<file path="config.mk">
export PLATFORM = sky130hd
export DESIGN_NAME = dds_prog_tx
export DESIGN_NICKNAME = d
export VERILOG_FILES = /design/src/rtl/dds_pkg.sv /design/src/rtl/uart_tx_byte.sv /design/src/rtl/dds_prog_tx.sv
export SDC_FILE = /design/constraint.sdc
export NUM_CORES = 1
export LEC_CHECK = 0
export BUFFER_PORTS_ARGS = -buffer_cell sky130_fd_sc_hd__buf_2
export CORE_ASPECT_RATIO = 1.2
export CORE_UTILIZATION = 44
export CTS_CLUSTER_SIZE = 16
export DETAILED_ROUTE_END_ITERATION = 10
export PLACE_DENSITY_LB_ADDON = 0.1
export SYNTH_ARGS = -nofsm -noshare
export SYNTH_HDL_FRONTEND = slang
export SYNTH_SLANG_ARGS = --single-unit
</file>
<file path="constraint.sdc">
create_clock -name clk -period 2.15 [get_ports clk]
set_input_delay 0.5375 -clock clk [delete_from_list [all_inputs] [get_ports clk]]
set_output_delay 0.5375 -clock clk [all_outputs]
set_load 0.01 [all_outputs]
</file>
<file path="src/rtl/dds_pkg.sv">
// dds_pkg: shared constants, frame FSM encoding and the command-frame byte mux
// for the host-side DDS programming link.
package dds_pkg;
   localparam logic [7:0] HDR_BASE             = 8'hF0;
   localparam int         BYTES_PER_FRAME      = 3;
   localparam int         DEFAULT_CLKS_PER_BIT = 868;

   typedef enum logic [2:0] {IDLE, START, DATA, STOP, DONE} state_t;

   // Header, then tuning word MSB first.
   function automatic logic [7:0] frame_byte(input logic [1:0] idx, input logic sel,
                                             input logic [15:0] word);
      return idx == 2'd0 ? (HDR_BASE | {7'd0, sel}) : idx == 2'd1 ? word[15:8] : word[7:0];
   endfunction
endpackage

</file>
<file path="src/rtl/uart_tx_byte.sv">
// uart_tx_byte: 8N1 byte serialiser, LSB first. A byte offered on the last cycle
// of the stop bit is taken immediately so consecutive bytes leave no idle gap.
module uart_tx_byte
   import dds_pkg::*;
#(
   parameter int CLKS_PER_BIT = DEFAULT_CLKS_PER_BIT
) (
   input  logic       clk,
   input  logic       rst,
   input  logic       valid,
   input  logic [7:0] data,
   output logic       ready,
   output logic       bit_done,
   output logic       tx
);
   localparam int            CW       = $clog2(CLKS_PER_BIT);
   localparam logic [CW-1:0] BAUD_MAX = CW'(CLKS_PER_BIT - 1);

   logic          active_q, active_d;
   logic [CW-1:0] baud_q, baud_d;
   logic [3:0]    bit_q, bit_d;
   logic [8:0]    shift_q, shift_d;
   logic          tx_q, tx_d;
   logic          last, load;

   assign bit_done = active_q && baud_q == BAUD_MAX;
   assign last     = bit_done && bit_q == 4'd9;
   assign ready    = !active_q || last;
   assign load     = valid && ready;
   assign tx       = tx_q;

   always_comb begin
      active_d = active_q;
      baud_d   = baud_q;
      bit_d    = bit_q;
      shift_d  = shift_q;
      tx_d     = tx_q;
      if (load) begin
         active_d = 1'b1;
         baud_d   = '0;
         bit_d    = '0;
         shift_d  = {1'b1, data};
         tx_d     = 1'b0;
      end else if (last) begin
         active_d = 1'b0;
         baud_d   = '0;
         bit_d    = '0;
         tx_d     = 1'b1;
      end else if (bit_done) begin
         baud_d  = '0;
         bit_d   = bit_q + 4'd1;
         tx_d    = shift_q[0];
         shift_d = {1'b1, shift_q[8:1]};
      end else if (active_q) begin
         baud_d = baud_q + CW'(1);
      end
   end

   always_ff @(posedge clk or negedge rst) begin
      if (!rst) begin
         active_q <= 1'b0;
         baud_q   <= '0;
         bit_q    <= '0;
         shift_q  <= '1;
         tx_q     <= 1'b1;
      end else begin
         active_q <= active_d;
         baud_q   <= baud_d;
         bit_q    <= bit_d;
         shift_q  <= shift_d;
         tx_q     <= tx_d;
      end
   end
endmodule

</file>
<file path="src/rtl/dds_prog_tx.sv">
// dds_prog_tx: sends the 3-byte DDS programming frame (header, word MSB, word LSB)
// over UART; the frame FSM tracks the serialiser bit by bit.
module dds_prog_tx
   import dds_pkg::*;
#(
   parameter int CLKS_PER_BIT = DEFAULT_CLKS_PER_BIT,
   parameter int WORD_W       = 16
) (
   input  logic              clk,
   input  logic              rst,
   input  logic              start,
   input  logic              freq_sel,
   input  logic [WORD_W-1:0] freq_word,
   output logic              tx,
   output logic              busy,
   output logic              done
);
   state_t            state_q, state_d;
   logic [1:0]        byte_q, byte_d;
   logic [2:0]        bit_q, bit_d;
   logic              sel_q, sel_d;
   logic [WORD_W-1:0] word_q, word_d;
   logic              busy_q, busy_d;
   logic              done_q, done_d;
   logic              accept, last_byte, byte_valid, byte_ready, bit_done;
   logic [7:0]        byte_data;

   assign accept     = state_q == IDLE && start && !busy_q && byte_ready;
   assign last_byte  = byte_q == 2'(BYTES_PER_FRAME - 1);
   assign byte_valid = accept || (state_q == STOP && bit_done && !last_byte);
   // The header comes straight from the inputs so it can be loaded on the accepting edge.
   assign byte_data  = accept ? frame_byte(2'd0, freq_sel, freq_word)
                              : frame_byte(byte_q + 2'd1, sel_q, word_q);
   assign busy       = busy_q;
   assign done       = done_q;

   uart_tx_byte #(.CLKS_PER_BIT(CLKS_PER_BIT)) u_byte (
      .clk      (clk),
      .rst      (rst),
      .valid    (byte_valid),
      .data     (byte_data),
      .ready    (byte_ready),
      .bit_done (bit_done),
      .tx       (tx)
   );

   always_comb begin
      state_d = state_q;
      byte_d  = byte_q;
      bit_d   = bit_q;
      sel_d   = sel_q;
      word_d  = word_q;
      busy_d  = busy_q;
      done_d  = 1'b0;
      unique case (state_q)
         IDLE: if (accept) begin
            state_d = START;
            byte_d  = '0;
            sel_d   = freq_sel;
            word_d  = freq_word;
            busy_d  = 1'b1;
         end
         START: if (bit_done) begin
            state_d = DATA;
            bit_d   = '0;
         end
         DATA: if (bit_done) begin
            bit_d   = bit_q + 3'd1;
            state_d = bit_q == 3'd7 ? STOP : DATA;
         end
         STOP: if (bit_done) begin
            state_d = last_byte ? DONE : START;
            byte_d  = last_byte ? byte_q : byte_q + 2'd1;
            busy_d  = !last_byte;
            done_d  = last_byte;
         end
         DONE: state_d = IDLE;
         default: state_d = IDLE;
      endcase
   end

   always_ff @(posedge clk or negedge rst) begin
      if (!rst) begin
         state_q <= IDLE;
         byte_q  <= '0;
         bit_q   <= '0;
         sel_q   <= 1'b0;
         word_q  <= '0;
         busy_q  <= 1'b0;
         done_q  <= 1'b0;
      end else begin
         state_q <= state_d;
         byte_q  <= byte_d;
         bit_q   <= bit_d;
         sel_q   <= sel_d;
         word_q  <= word_d;
         busy_q  <= busy_d;
         done_q  <= done_d;
      end
   end
endmodule

</file>
==> results of run 1 <==
[routing by layer]
layer  global-route usage  wire (um)  vias to the layer above
met5                    0          0                        -
met2                0.363       2730                       23
li1                     -          -                     1029
met1                0.243       2420                      965
met4               0.0535         61                        0
met3               0.0314        116                        6
[what timing repair did]
| action | 4_1_cts | 5_1_grt |
|---|---|---|
| resized for setup | 3 | 4 |
| pin swaps | 0 | 0 |
| endpoints found under the setup margin | 6 | 28 |
| setup buffers | 1 | 0 |
[cell usage after synthesis, types with 5 or more instances]
| library cell | n | area share |
|---|---|---|
| nand2_1 | 75 | 0.11 |
| mux2_1 | 12 | 0.051 |
| inv_1 | 6 | 0.0086 |
| clkbuf_1 | 7 | 0.010 |
| dfstp_2 | 9 | 0.090 |
| mux2i_1 | 9 | 0.034 |
| a21oi_1 | 9 | 0.017 |
| nor3_1 | 8 | 0.015 |
| nand3b_1 | 5 | 0.014 |
| nor2_1 | 15 | 0.021 |
| o21ai_0 | 8 | 0.015 |
| dfrtp_1 | 42 | 0.40 |
| ha_1 | 8 | 0.038 |
| nand3_1 | 5 | 0.0095 |
[area by class of cell]
type,instances,area [um2],area share
Multi-Input combinational cell,202,1290,0.399
Clock inverter,1,7.51,0.00232
Inverter,6,22.5,0.00696
Timing Repair Buffer,60,433,0.134
Sequential cell,51,1290,0.398
Tap cell,80,100,0.0309
Clock buffer,7,96.3,0.0298
[cells by family (layout without fill, tap and decap cells)]
family,count (synthesis),count (layout)
AOI/OAI and AO/OA,37,37
and+or+nand+nor,128,128
buffers and inverters,18,74
adders and majority gates,8,8
DFF,51,51
xor gates and xnor gates,8,8
muxes,21,21
[worst max-delay path: stages (launching register included)]
cell      delay (ps)
dfrtp_1          390
or2_4            250
or4_4            570
a211oi_4         260
buf_12           160
mux2_1           310
mux2_1           280
[cells in the final DEF (no fill, tap or decap), drive strengths merged, types with 2 or more instances in the layout]
| master | instances |
|---|---|
| buf | 60 |
| mux2i | 9 |
| and3 | 4 |
| nand3 | 5 |
| xor2 | 4 |
| mux2 | 12 |
| dfrtp | 42 |
| nand2b | 4 |
| nand2 | 75 |
| xnor2 | 4 |
| a21oi | 10 |
| inv | 6 |
| nor4 | 2 |
| a22o | 3 |
| or2 | 2 |
| nor3 | 8 |
| nor2 | 16 |
| a21o | 2 |
| nand4 | 2 |
| o21ai | 9 |
| a211oi | 2 |
| nand3b | 5 |
| ha | 8 |
| clkbuf | 7 |
| dfstp | 9 |
[power by group]
part	switching (mW)	internal, mW	total, mW
registers	0.0108	0.987	0.998
clock network	0.321	0.293	0.614
logic	0.0366	0.0342	0.0707
[path summary, 6_finish.rpt]
check,start,endpoint,depth (start not counted)
worst min-delay path,rst,bit_q[2],2
worst max register to register,u_byte.baud_q[4],u_byte.shift_q[2],6
max in group asynchronous,rst,u_byte.tx,2
worst max-delay path,u_byte.baud_q[4],u_byte.shift_q[2],6
min in group clk,freq_word[5],word_q[5],3
worst min register to register,u_byte.shift_q[7],u_byte.shift_q[7],2
[stage by stage]
stage	setup slack [ps]	utilization
finish	-142	0.568
global route	-255	0.568
CTS	-150	0.564
detailed placement	-174	0.543
global placement	-154	0.543
floorplan	-173	-
[state kept, by name, summed over array words and instances, names as in the netlist]
signal,count
u_byte.bit_q,4
u_byte.active_q,1
busy,1
u_byte.baud_q,10
sel_q,1
byte_q,2
u_byte.shift_q,8
done,1
bit_q,3
state_q,3
word_q,16
u_byte.tx,1
==> results.md, run 1 <==
* Post-route DRC at 0
* Violated checks: negative setup slack
* P_leak at 1.56 nW
* Initial DRC Count at 72
* Main combinational cell family by area after synthesis: simple AND/OR/NAND/NOR gates
* Max_cap viols at 0
* # rows at 30
* Yosys warns at 0
* Detailed placement HPWL at 3.90 mm
* Post-synth EDFFs at 0
* Worst relative slew slack at 0.712
* GRT Residual Overflow at 0
* Layout cells sized above 1 at 0.284
* Total GRT Usage at 0.200
* Final period util at 1.07
* Setup TNS at -808 ps
* Mapped Cells at 271
* TritonRoute pass-1 iters at 4
* Cts bufs inserted at 5
* Mapped Avg Cell Area at 9.70 um2
* Mux contribution to synthesized area at 0.0856
* Wire per inst at 13.1 um
* Largest net degree at the start of global routing at 52
* Mapped cell area at 2630 um2
* Cell area after layout at 3240 um2
* Clock Sinks at 51
* Num ports at 23
* Number of global-route vias before repair at 2084
* Global-route wire length before repair at 9.67 mm
* P&R area growth vs syn at 23.1%
* CP startpoint kind: flop
* Worst-Margin Slew at 432 ps
* Final ANT Viol Nets at 0
* Layout Cells excl Fill at 407
* Die Area at 6290 um2
* CP arrival at 2530 ps
* Die X at 72.6 um
* Port Buffers at 22
* Seq/Total Area, Yosys at 0.490
* Area share of fa/ha/maj cells after synthesis at 0.0381
* CP endpoint kind: flop
* GP Congestion at 0.784
* Post-Route WL at 5.34 mm
* Placed cell areas at 3100 um2
* Min Hold Slack at 204 ps
* CP max FO at 9
* Count of final setup violators at 6
* Post-layout min period at 2290 ps
* R2R setup slack at -140 ps
* Initial antenna violation count at 0
* Starting density of the core at 0.461
* Kind of critical path: reg2reg
* Post-layout power at 1.68 mW
* Die Y at 86.7 um
* Yosys reg bits at 51
* Outcome: complete, but fails checks
* Ant diodes at 0
* Via count at 2023
* Filler cells at 534
* Xor and xnor area share after synthesis at 0.0266
* Fin nets at 354
* Type of the worst min-delay path: in2async
* Skew final at 8.30 ps
* WP data required at 2390 ps
* Final slew viol count at 0
* Hold buffer count at CTS at 0
* Core box area at 5710 um2
* Post-synth ARST share at 1.00
* RSZ-0062 raised after global routing: yes
* Worst skew pair latency at 310 ps
* H-tree levels at 2
* PwrDens at 520 nW/um2
* CTS tree: done
* Vias/cell at 4.97
* Netlist cell types at 47
* Post-synthesis compound-gate area fraction at 0.100
* Peak VDD IR at 0.347 mV
* Setup WS post-layout at -142 ps
* Ys flop type: dfrtp_1
* # placed instances at 398
* Clock slew at reported path FFs at 100 ps
* CTS root buf: clkbuf_8
* Bufs on Longest Clock Path at 2
* Synthesized Nets at 299
* Simple logic cell fraction of the synthesized area at 0.229
* Peak Freq at 436 MHz
* Final Hold Violating Endpoints at 0
(Power assumes the default switching activity.)
==> inputs of run 2 (changes only) <==
- CORE_MARGIN: unset -> 2
==> run 2 against run 1 <==
Global-route usage fell by 1.2 points. Total power fell by 2.1%. Sequential power barely moved. First-iteration DRC count rose by 49%. Flip-flop and latch count did not move. Clock skew barely moved. Largest power group unchanged. Setup slack improved by 18 ps. Non-clock buffer count rose by 6. The flow still finishes with violations (negative setup slack).
==> results.md, run 2 (same netlist as run 1, synthesis figures left out) <==
* Sequential Power Share at 0.606
* Peak VDD IR at 0.267 mV
* Via count at 2087
* Number of global-route vias before repair at 2098
* CTS tree: done
* Num ports at 23
* GP Congestion at 0.845
* Max reg flops at 16
* Layout cells sized above 1 at 0.330
* TritonRoute pass-1 iters at 4
* Power Internal at 1.29 mW
* Final slew viol count at 0
* Initial DRC Count at 107
* Final Hold Violating Endpoints at 0
* Post-layout min period at 2270 ps
* Clock Sinks at 51
* Filler cells at 555
* PwrDens at 495 nW/um2
* WP data required at 2380 ps
* GRT Residual Overflow at 0
* Hold buffer count at CTS at 0
* RSZ-0062 raised after global routing: yes
* Violated checks: negative setup slack
* Outcome: complete, but fails checks
* H-tree levels at 2
* Post-route DRC at 0
* Die X at 74.6 um
* Detailed placement HPWL at 3.97 mm
* Skew final at 8.07 ps
* Slowest cell delay on critical path at 550 ps
* Peak Freq at 440 MHz
* Ant diodes at 0
* Setup WS post-layout at -124 ps
* Most frequent cells in the layout: 74 x nand2_1, 42 x dfrtp_1, 39 x buf_4
* Final period util at 1.06
* Type of the worst min-delay path: in2async
* Cell area after layout at 3330 um2
* Starting density of the core at 0.461
* Post-Route WL at 5.54 mm
* Wire per inst at 13.4 um
* Comb power frac at 0.047
* Max_cap viols at 0
* P&R area growth vs syn at 26.5%
* Fin nets at 360
* Placed cell areas at 3110 um2
* Cell mode on critical path: mux2_4
* CP startpoint kind: flop
* Clock slew at reported path FFs at 90 ps
* Final ANT Viol Nets at 0
* Place WS at -172 ps
* Port Buffers at 22
* Global-route wire length before repair at 9.52 mm
* Buf+Inv Stages, Crit Path at 1
* Die Area at 6610 um2
* Vias/cell at 5.05
* Bufs on Longest Clock Path at 2
* Die Y at 88.7 um
* Count of final setup violators at 6
* Worst relative slew slack at 0.750
* Cts bufs inserted at 5
* Slowest CP cell: or4_4
* CP top delay family: simple AND/OR/NAND/NOR gates
* Initial antenna violation count at 0
* CTS root buf: clkbuf_8
* CP endpoint kind: flop
* Switching portion of total power at 0.216
* Biggest regs: word_q x16, u_byte.baud_q x10, u_byte.shift_q x8
* Most flop-heavy register: word_q
* # rows at 30
* Critical path cell sequence: or2_4 > or4_4 > a211oi_4 > buf_12 > mux2_4 > mux2_4
* Worst-Margin Slew at 373 ps
* Commonest non-fill, non-tap cell in the layout: nand2_1
* Largest net degree at the start of global routing at 52
* Core box area at 5710 um2
* CP max FO at 8
* Switching power at 356 uW
* Total GRT Usage at 0.188
* P_leak at 1.63 nW
* Kind of critical path: reg2reg
* CP arrival at 2510 ps
* Fin util at 0.583
* Clock share of power at 0.347
* Worst skew pair latency at 300 ps
run 2: cell count changes in the layout (fill, tap and decap cells not counted), sizes merged:
cell | before | now
clkinv | 0 | 1
clkinvlp | 1 | 0
buf | 60 | 66
run 2: final timing paths:
check	end	depth (start not counted)	start	slack, ps
worst max-delay path	u_byte.shift_q[5]	6	u_byte.baud_q[7]	-120
worst min-delay path	u_byte.baud_q[2]	2	rst	200
worst max register to register	u_byte.shift_q[5]	6	u_byte.baud_q[7]	-120
worst min register to register	u_byte.shift_q[7]	2	u_byte.shift_q[7]	470
max in group asynchronous	u_byte.shift_q[0]	2	rst	1650
min in group clk	word_q[10]	3	freq_word[10]	420
run 2: area by class of cell:
class	count	area (um2)	share of cell area
Inverter	6	22.5	0.00677
Clock buffer	7	86.3	0.0259
Clock inverter	1	8.76	0.00263
Tap cell	80	100	0.0301
Multi-Input combinational cell	202	1340	0.402
Timing Repair Buffer	66	485	0.146
Sequential cell	51	1290	0.387
run 2: metrics by stage:
stage | hold WS (ps) | power, mW | cells | setup TNS [ps]
after detailed placement | 457 | 1.09 | 399 | -1130
after CTS | 216 | 1.68 | 409 | -907
final | 205 | 1.65 | 413 | -713
after global placement | 457 | 1.08 | 399 | -940
after global routing | 218 | 1.72 | 413 | -1090
after floorplan | 242 | 1.04 | 271 | -1040
run 2: timing repair:
| item | in CTS | in global routing |
|---|---|---|
| pin swaps | 3 | 2 |
| buffers inserted | 2 | 4 |
| endpoints found under the setup margin | 6 | 9 |
| resized for setup | 12 | 9 |
run 2: power groups by stage:
stage,Clock (mW),Sequential [mW],Combinational [mW]
after floorplan,0,1.01,0.0247
after global placement,0,1.02,0.0689
after detailed placement,0,1.02,0.0699
after CTS,0.598,0.999,0.0799
after global routing,0.632,1.00,0.0889
final,0.572,0.999,0.0770
run 2: layer usage:
layer / wire length, um / up-vias / track usage
li1: - / 1043 / -
met1: 2420 / 1014 / 0.236
met2: 2930 / 25 / 0.330
met3: 128 / 5 / 0.0308
met4: 61 / 0 / 0.0552
met5: 0 / - / 0
